===== config.mk =====
export PLATFORM = sky130hd
export DESIGN_NAME = spi_slave_rx
export DESIGN_NICKNAME = d
export VERILOG_FILES = /design/src/rtl/spi_slave_rx.sv
export SDC_FILE = /design/constraint.sdc
export NUM_CORES = 1
export LEC_CHECK = 0
export ABC_AREA = 1
export CORE_ASPECT_RATIO = 0.6
export CORE_MARGIN = 2
export CORE_UTILIZATION = 45
export DETAILED_ROUTE_END_ITERATION = 8
export DONT_BUFFER_PORTS = 1
export MAX_ROUTING_LAYER = met4
export PLACE_DENSITY = 0.72
export SETUP_SLACK_MARGIN = 0.4
export SYNTH_ARGS = -nofsm -noshare
export SYNTH_HDL_FRONTEND = slang
export SYNTH_SLANG_ARGS = --single-unit

===== constraint.sdc =====
create_clock -name clk -period 1.5 [get_ports clk]
set_clock_uncertainty 0.2 [all_clocks]
set_input_delay 0 -clock clk [delete_from_list [all_inputs] [get_ports clk]]
set_output_delay 0 -clock clk [all_outputs]
set_load 0.01 [all_outputs]

===== src/rtl/spi_slave_rx.sv =====
// Oversampling SPI (mode 0) receiver: decodes SCK/SDI/CSX/DC into bytes with DC and first-of-frame flags.
// Define SPI_RX_FIFO_EN to replace the single holding register with a FIFO_DEPTH-entry FWFT FIFO.
`timescale 1ns/1ps

module spi_slave_rx #(
    parameter int SYNC_STAGES = 2,
    parameter int FIFO_DEPTH  = 4
) (
    input  logic       clk,
    input  logic       rst_n,
    input  logic       SCK,
    input  logic       SDI,
    input  logic       CSX,
    input  logic       DC,
    output logic [7:0] out_data,
    output logic       out_dc,
    output logic       out_first,
    output logic       out_valid,
    input  logic       out_ready,
    output logic       frame_active,
    output logic       frame_err,
    output logic       overrun,
    input  logic       clr_err
);

    typedef enum logic {S_IDLE, S_SHIFT} state_t;

    // Bit order in each sync stage: {DC, CSX, SDI, SCK}; CSX idles high.
    logic [SYNC_STAGES-1:0][3:0] r_sync;
    logic [3:0] w_pins;
    logic [3:0] w_sync;
    logic       r_sck_d, r_csx_d;
    logic       r_sck_rise, r_cs_fall, r_cs_rise, r_sdi_q, r_dc_q;

    state_t     r_state;
    logic [2:0] r_bit_cnt;
    logic [6:0] r_shift;
    logic       r_first_pending;
    logic       r_push, r_push_dc, r_push_first, r_ferr_set;
    logic [7:0] r_push_data;

    logic       w_ovr_set;
    logic       r_frame_err, r_overrun;

    assign w_pins       = {DC, CSX, SDI, SCK};
    assign w_sync       = r_sync[SYNC_STAGES-1];
    assign frame_active = ~w_sync[2];
    assign frame_err    = r_frame_err;
    assign overrun      = r_overrun;

    always_ff @(posedge clk or negedge rst_n) begin
        if (!rst_n) begin
            r_sync     <= {SYNC_STAGES{4'b0100}};
            r_sck_d    <= 1'b0;
            r_csx_d    <= 1'b1;
            r_sck_rise <= 1'b0;
            r_cs_fall  <= 1'b0;
            r_cs_rise  <= 1'b0;
            r_sdi_q    <= 1'b0;
            r_dc_q     <= 1'b0;
        end else begin
            r_sync     <= {r_sync[SYNC_STAGES-2:0], w_pins};
            r_sck_d    <= w_sync[0];
            r_csx_d    <= w_sync[2];
            r_sck_rise <= w_sync[0] & ~r_sck_d;
            r_cs_fall  <= ~w_sync[2] & r_csx_d;
            r_cs_rise  <= w_sync[2] & ~r_csx_d;
            r_sdi_q    <= w_sync[1];
            r_dc_q     <= w_sync[3];
        end
    end

    // A CSX fall restarts the frame even if an SCK edge lands in the same cycle.
    always_ff @(posedge clk or negedge rst_n) begin
        if (!rst_n) begin
            r_state         <= S_IDLE;
            r_bit_cnt       <= 3'd0;
            r_shift         <= 7'd0;
            r_first_pending <= 1'b0;
            r_push          <= 1'b0;
            r_push_data     <= 8'd0;
            r_push_dc       <= 1'b0;
            r_push_first    <= 1'b0;
            r_ferr_set      <= 1'b0;
        end else begin
            r_push     <= 1'b0;
            r_ferr_set <= 1'b0;
            if (r_cs_fall) begin
                r_state         <= S_SHIFT;
                r_bit_cnt       <= 3'd0;
                r_first_pending <= 1'b1;
            end else begin
                case (r_state)
                    S_IDLE: r_state <= S_IDLE;
                    S_SHIFT: begin
                        if (r_cs_rise) begin
                            r_state   <= S_IDLE;
                            r_bit_cnt <= 3'd0;
                            if (r_bit_cnt != 3'd0)
                                r_ferr_set <= 1'b1;
                        end else if (r_sck_rise) begin
                            r_shift   <= {r_shift[5:0], r_sdi_q};
                            r_bit_cnt <= r_bit_cnt + 3'd1;
                            if (r_bit_cnt == 3'd7) begin
                                r_push          <= 1'b1;
                                r_push_data     <= {r_shift, r_sdi_q};
                                r_push_dc       <= r_dc_q;
                                r_push_first    <= r_first_pending;
                                r_first_pending <= 1'b0;
                            end
                        end
                    end
                    default: r_state <= S_IDLE;
                endcase
            end
        end
    end

`ifdef SPI_RX_FIFO_EN
    localparam int AW = $clog2(FIFO_DEPTH);

    logic [9:0]  r_mem [FIFO_DEPTH];
    logic [AW:0] r_wr_ptr, r_rd_ptr;
    logic        w_empty, w_full, w_pop, w_wr;

    assign w_empty   = (r_wr_ptr == r_rd_ptr);
    assign w_full    = (r_wr_ptr[AW] != r_rd_ptr[AW]) && (r_wr_ptr[AW-1:0] == r_rd_ptr[AW-1:0]);
    assign w_pop     = ~w_empty & out_ready;
    assign w_wr      = r_push & (~w_full | w_pop);
    assign w_ovr_set = r_push & w_full & ~w_pop;

    assign {out_data, out_dc, out_first} = r_mem[r_rd_ptr[AW-1:0]];
    assign out_valid = ~w_empty;

    always_ff @(posedge clk or negedge rst_n) begin
        if (!rst_n) begin
            for (int i = 0; i < FIFO_DEPTH; i++)
                r_mem[i] <= 10'd0;
            r_wr_ptr <= '0;
            r_rd_ptr <= '0;
        end else begin
            if (w_wr) begin
                r_mem[r_wr_ptr[AW-1:0]] <= {r_push_data, r_push_dc, r_push_first};
                r_wr_ptr <= r_wr_ptr + 1'b1;
            end
            if (w_pop)
                r_rd_ptr <= r_rd_ptr + 1'b1;
        end
    end
`else
    logic [7:0] r_hold_data;
    logic       r_hold_dc, r_hold_first, r_hold_valid;

    assign out_data  = r_hold_data;
    assign out_dc    = r_hold_dc;
    assign out_first = r_hold_first;
    assign out_valid = r_hold_valid;
    assign w_ovr_set = r_push & r_hold_valid & ~out_ready;

    always_ff @(posedge clk or negedge rst_n) begin
        if (!rst_n) begin
            r_hold_data  <= 8'd0;
            r_hold_dc    <= 1'b0;
            r_hold_first <= 1'b0;
            r_hold_valid <= 1'b0;
        end else if (r_push && (!r_hold_valid || out_ready)) begin
            r_hold_data  <= r_push_data;
            r_hold_dc    <= r_push_dc;
            r_hold_first <= r_push_first;
            r_hold_valid <= 1'b1;
        end else if (r_hold_valid && out_ready) begin
            r_hold_valid <= 1'b0;
        end
    end
`endif

    // New errors take priority over a simultaneous clear.
    always_ff @(posedge clk or negedge rst_n) begin
        if (!rst_n) begin
            r_frame_err <= 1'b0;
            r_overrun   <= 1'b0;
        end else begin
            r_frame_err <= r_ferr_set | (r_frame_err & ~clr_err);
            r_overrun   <= w_ovr_set | (r_overrun & ~clr_err);
        end
    end

endmodule


* Word level (Yosys, flattened, before mapping)
Cells that the tools add are included.
Storage, ports and cells: word-level logic and storage cells 81, input bits 8, bits in registers 52, output and inout bits 14
Cells by class: reductions and logical operators 14, bitwise operators 17, multiplexer cells 23, add/sub/neg operators 1, equal/unequal tests 2
Operators with widths (count):
- $mux 1 | 18
- $mux 3 | 4
- $not 1->1 | 8
- $reduce_and 4->1 | 2
- $reduce_bool 2->1 | 4
- $and 1x1->1 | 7
- $reduce_bool 3->1 | 2
- $reduce_and 5->1 | 1
- $add 3x1->3 const B | 1
- $eq 3x3->1 const B | 1
- $logic_and 1x1->1 | 2
- $ne 2x2->1 const B | 1
- $or 1x1->1 | 2
- $pmux 1 s2 | 1
- $reduce_and 2->1 | 1
- $logic_not 1->1 | 1
- $logic_or 1x1->1 | 1

* Longest topological paths before layout
Gate-level depths: netlist of the first run.
depth after elaboration 6, gate-level depth with buffers 7, depth with buffers taken out 7

* Least setup slack after synthesis of the first run
OpenSTA, ideal clock, no wires.
kind register -> register, start reg r_bit_cnt[0], end reg r_push_data[0], required time 1183 ps, cell stages (with the launch flop) 6, setup slack 48 ps, arrival time 1135 ps, path buffers 1, period minus slack after synthesis 1452 ps, setup time 117 ps, path through dfrtp_1 ha_1 ha_1 clkbuf_1 nand4_1 nand2_1
Between the ends: word-level cells in the longest chain between the ends 2
Ends and longest elaborated chain:
- start, declared | line 36 | logic [2:0] r_bit_cnt;
- start signal, assigned | line 103 | r_bit_cnt <= r_bit_cnt + 3'd1;
- $eq 3x3->1 | line 104 | if (r_bit_cnt == 3'd7) begin
- $reduce_and 5->1 (no source line)
- end signal, assigned | line 106 | r_push_data <= {r_shift, r_sdi_q};
- end, declared | line 40 | logic [7:0] r_push_data;
No other way between the ends. A chain may end at the register's enable or synchronous reset.

* Final worst setup path of the first run
start reg r_bit_cnt[1], end reg r_bit_cnt[2]
Between the ends: word-level cells in the longest chain between the ends 5
Ends and longest elaborated chain:
- $add 3x1->3 | line 103
- $mux 3 | line 101 | end else if (r_sck_rise) begin
- $mux 3 | line 96 | if (r_cs_rise) begin
- $mux 3 | line 93 | case (r_state)
- $mux 3 | line 88 | if (r_cs_fall) begin
No other way between the ends. The select of a mux whose other input is x is not followed.

==> flow_summary.yaml, run 1 <==
synth:
  synth_top_area_share_pct: 62.5
  syn_inst: 196
  syn_area_per_cell_sq_um: 10.0
  synth-seq-cells: 52
  synth_area_leader_cell: "dfrtp_1"
  synth_cell_type_count: 19
  seq_area_frac_synth_pct: 66.6
  synth_area_leaders: "dfrtp_1 (63%), nand2_1 (14%), nand3_1 (5.4%)"
  synthesis.nets: 207
  synth_warnings: 0
  syn_area_sq_mm: 0.00196
sta:
  maxSlewViolCount: 0
  fin_crit_sh_pct: 94.3
  rsz0062_at_grt: "yes"
  worst_slew_pin_slew_ns: 0.223
  max_freq_mhz: 707
  slew_headroom_pct: 85.1
  whs_ns: -0.814
  finalSetupViolations: 0
  hold_violations: 52
  fin_crit_ns: 1.41
global_route:
  overflow: 0
  grt_pass1_vias: 1304
  antenna_found_initial: 0
  grt_first_pass_wirelength_um: 6180
  grt_use_total_pct: 17.9
  grt_max_degree: 53
worst_setup_path:
  start_kind: "register"
  critPathMaxFanout: 3
  crit_type: "reg2reg"
  reg2reg_to: "r_bit_cnt[2]"
  end_kind: "register"
  r2r_start: "r_bit_cnt[1]"
  ff2ff_path_depth: 6
  worstPathArrival_ns: 1.46
  reg2reg_slack_ns: 0.09
  required_ns: 1.54
pwr:
  p_switching_mw: 0.699
  power.leakage_nw: 1.26
  ir_worst_vdd_v: 0.000683
  p_total_mw: 2.75
  p_comb_share_pct: 12.0
  pwr-share-seq_pct: 59.4
  p_int_mw: 2.05
  pwr_density_cell_mw_per_mm2: 1070
  clock_power_share_pct: 28.6
  swShare_pct: 25.4
clock_network:
  clockBufferDepth: 2
  clk-insertion-delay-late_ns: 0.30
  cts_sinks: 52
  cts_buffers: 5
  ctsHtreeMaxLevel: 2
  cts.hold.buffers_added: 6
  clk_pin_slew_ns: 0.08
  tritoncts: "yes"
  root_buffer: "clkbuf_8"
detailed_routing:
  drcViolationCount: 0
  drt.antenna.violating_nets: 0
  avgRoutedWirePerCell_um: 13.4
  routed_wl_um: 3800
  drtIter0Drc: 74
  firstDrtPassIters: 6
  routed_via_density: 4.83
  via_count: 1372
die:
  core.rowCount: 18
  dieArea_sq_mm: 0.00492
  start_util_pct: 47.3
  die_x_um: 89.2
  core_area_sq_mm: 0.00414
  io-pin-count: 22
  die_h_um: 55.1
placement:
  dp_cells: 255
  dpl.hpwl_um: 2160
  gp_congestion: 0.783
  port_buffers: 0
min_path:
  hold_path.class: "in2async"
cells_and_area:
  drive_above_1_share_pct: 36.2
  multi_input_area_sq_um: 791
  final_common_cell: "nand2_1"
  finalNetCount: 234
  instances_no_fill: 284
  syn2layout_area_growth_pct: 31.1
  seqCellArea_sq_mm: 0.00131
  final_cell_mix: "nand2_1 (58), dfrtp_1 (46), nand3_2 (16)"
  fill_cells: 350
  antenna-diode-count: 0
run_status:
  status: "finished with violations"
  violations: "negative hold slack"
job:
  drv_cap: 0
[registers in the layout, indices dropped and copies added (netlist names), 3 cells and up]
register     flops
out_data         8
r_push_data      8
r_shift          7
r_sync           4
w_sync           4
r_bit_cnt        3
[cell type report]
cell class / count / share of cell area, %
timing repair buffer: 24 / 9.54
clock buffer: 8 / 3.50
sequential: 52 / 50.9
tap: 60 / 2.92
inverter: 15 / 2.38
multi-input combinational: 125 / 30.8
[per-stage QoR]
stage	setup WS [ns]	utilization, %	area (sq um)	hold WS (ns)	setup TNS, ns
2_1_floorplan	0.168	-	1990	-0.496	0
3_3_place_gp	0.0666	49.6	2060	-0.495	0
3_5_place_dp	0.0149	49.6	2060	-0.495	0
4_1_cts	0.118	59.8	2480	-0.825	0
5_1_grt	-0.00660	62.0	2570	-0.842	-0.00660
6_report	0.0856	62.0	2570	-0.814	0
[worst max path at each step]
stage	startpoint	endpoint	cells after the start
final	r_bit_cnt[1]	r_bit_cnt[2]	6
after global routing	r_bit_cnt[1]	r_bit_cnt[2]	6
after CTS	r_bit_cnt[0]	r_push_data[3]	5
after detailed placement	r_bit_cnt[0]	r_push_first	5
after global placement	r_bit_cnt[0]	r_push_data[7]	5
after floorplan	r_bit_cnt[0]	r_bit_cnt[2]	6
[layer usage]
| layer | wire length [um] | share of wire [%] | up-vias | global-route usage (%) |
|---|---|---|---|---|
| li1 | - | - | 680 | - |
| met4 | 31 | 0.82 | 0 | 5.97 |
| met2 | 1690 | 44 | 28 | 26.9 |
| met3 | 181 | 4.8 | 5 | 5.19 |
| met5 | 0 | 0 | - | - |
| met1 | 1900 | 50 | 659 | 23.7 |
[cell families after synthesis]
kind of cell | Yosys count | share of synthesized area, %
AND/OR/NAND/NOR | 117 | 25.8
flip-flops | 52 | 66.6
buffers and inverters | 21 | 4.72
AO/OA/AOI/OAI | 3 | 0.957
adder cells (fa/ha/maj) | 3 | 1.91
[worst max-delay path, stage by stage, from the launching register on]
cell,delay (ns)
dfrtp_1,0.43
ha_4,0.19
ha_4,0.25
nand2_2,0.05
nor2_2,0.10
nand3_1,0.08
nand2_1,0.06
[power by group through the flow]
stage / Combinational [mW] / Clock (mW) / Sequential [mW]
after CTS: 0.287 / 0.818 / 1.62
after detailed placement: 0.214 / 0 / 1.64
final: 0.330 / 0.787 / 1.63
after global routing: 0.385 / 0.887 / 1.65
after global placement: 0.213 / 0 / 1.64
after floorplan: 0.174 / 0 / 1.61
[cell usage after synthesis (all sizes together)]
library cell	n
nand3	22
or2	1
inv	15
buf	4
nand4	10
clkbuf	2
o21bai	1
nor2	9
ha	3
dfstp	3
dfrtp	49
o22ai	1
a21oi	1
nand2	75
[timing repair]
action                                  4_1_cts  5_1_grt
buffers inserted                              8        3
gates cloned                                  4        0
endpoints found under the setup margin       33       36
resized for setup                            43       22
hold endpoints to repair                     69       52
pin swaps                                    41       16
(Power assumes the default switching activity.)
==> run 2: changes to the inputs <==
CTS_BUF_LIST = sky130_fd_sc_hd__clkbuf_4 sky130_fd_sc_hd__clkbuf_8   (was default)
PLACE_DENSITY = 0.69   (was 0.72)
==> run 2 against run 1 <==
Against the previous run: the flow still finishes with violations (negative hold slack); combinational power grew 8.2%; fmax grew 1.0%; hold slack lost 0.0047 ns; power grew 5.8%; setup slack gained 0.014 ns; count of clock-buffer cells in the layout shrank 2; sequential power is essentially flat; critical path depth is the same.
==> flow_summary.yaml, run 2 (synthesis results as in run 1) <==
die:
  start_util_pct: 47.3
  io-pin-count: 22
  die_h_um: 55.1
  die_x_um: 89.2
  core_area_sq_mm: 0.00414
  dieArea_sq_mm: 0.00492
  core.rowCount: 18
worst_setup_path:
  worstPathArrival_ns: 1.44
  end_kind: "register"
  critPathMaxFanout: 2
  start_kind: "register"
  required_ns: 1.54
  crit_type: "reg2reg"
global_route:
  grt_pass1_vias: 1184
  antenna_found_initial: 0
  grt_use_total_pct: 16.3
  grt_first_pass_wirelength_um: 5520
  grt_max_degree: 53
  overflow: 0
sta:
  setup_ws_ns: 0.100
  max_freq_mhz: 714
  whs_ns: -0.818
  maxSlewViolCount: 0
  tns_ns: 0
  rsz0062_at_grt: "yes"
  fin_crit_ns: 1.40
  slew_headroom_pct: 77.4
  fin_crit_sh_pct: 93.3
  worst_slew_pin_slew_ns: 0.338
  finalSetupViolations: 0
  hold_violations: 52
cells_and_area:
  multi_input_area_sq_um: 696
  final_cell_mix: "nand2_1 (63), dfrtp_1 (47), nand3_1 (17)"
  drive_above_1_share_pct: 28.1
  instances_no_fill: 281
  syn2layout_area_growth_pct: 25.5
  final_common_cell: "nand2_1"
  seqCellArea_sq_mm: 0.00131
  finalNetCount: 231
  antenna-diode-count: 0
  fill_cells: 379
placement:
  port_buffers: 0
  preCtsSetupSlack_ns: 0.0391
  gp_congestion: 0.785
  dpl.hpwl_um: 2120
  dp_cells: 255
detailed_routing:
  routed_via_density: 4.73
  routed_wl_um: 3400
  drt.antenna.violating_nets: 0
  drtIter0Drc: 41
  via_count: 1328
  avgRoutedWirePerCell_um: 12.1
  drcViolationCount: 0
  firstDrtPassIters: 4
pwr:
  pwr_density_cell_mw_per_mm2: 1180
  power.leakage_nw: 1.24
  ir_worst_vdd_v: 0.000508
clock_network:
  clk-insertion-delay-late_ns: 0.30
  cts_sinks: 52
  cts.hold.buffers_added: 6
  tritoncts: "yes"
  clk_pin_slew_ns: 0.09
  root_buffer: "clkbuf_8"
  clockBufferDepth: 2
  ctsHtreeMaxLevel: 2
  cts_buffers: 5
job:
  drv_cap: 0
min_path:
  hold_path.class: "in2async"
run_status:
  status: "finished with violations"
  violations: "negative hold slack"
==> run 2: final timing paths <==
check,from,to,slack (ns),depth (start not counted)
max in group asynchronous,rst_n,r_csx_d,1.73,0
min in group clk,CSX,r_sync[2],0.04,1
min reg2reg,r_sync[3],w_sync[3],0.15,0
max,r_bit_cnt[0],r_bit_cnt[2],0.10,6
max reg2reg,r_bit_cnt[0],r_bit_cnt[2],0.10,6
min,rst_n,r_push_data[7],-0.82,0
==> run 2: metal layers <==
layer	part of all wire, %	GRT usage (%)	vias up
met5	0	-	-
met4	1.3	6.72	0
met3	6.1	5.79	5
met2	39	21.4	33
met1	53	22.9	617
li1	-	-	673
==> run 2: layout make-up <==
cell class                      instances  area share [%]
Sequential cell                        52            53.2
Multi-Input combinational cell        124            28.3
Timing Repair Buffer                   22            8.39
Clock buffer                            6            3.10
Tap cell                               60            3.05
Inverter                               15            2.59
Clock inverter                          2            1.42
==> run 2: metrics by stage <==
step	area, sq um	utilization (%)	total power [mW]
after floorplan	1990	-	1.78
after global placement	2060	49.6	1.85
after detailed placement	2060	49.6	1.85
after CTS	2340	56.4	2.85
after global routing	2460	59.4	3.08
final	2460	59.4	2.91
==> run 2: timing repair <==
item,4_1_cts,5_1_grt
gates resized for setup,15,26
gates cloned,1,0
hold endpoints to repair,69,52
setup endpoints to repair,34,35
pin swaps,21,11
setup buffers,5,6
==> run 2: worst max-delay path, stage by stage (launching register included) <==
cell,delay (ns)
dfrtp_1,0.41
ha_2,0.20
ha_4,0.25
nand2_1,0.04
nor2_1,0.09
nand3_1,0.09
nand2_1,0.06
==> run 2: power breakdown <==
| group | internal (mW) | switching (mW) | total [mW] | leakage [nW] |
|---|---|---|---|---|
| sequential | 1.52 | 0.0995 | 1.61 | 0.674 |
| clock | 0.513 | 0.427 | 0.941 | 0.0586 |
| combinational | 0.180 | 0.176 | 0.357 | 0.508 |
| total | 2.21 | 0.703 | 2.91 | 1.24 |
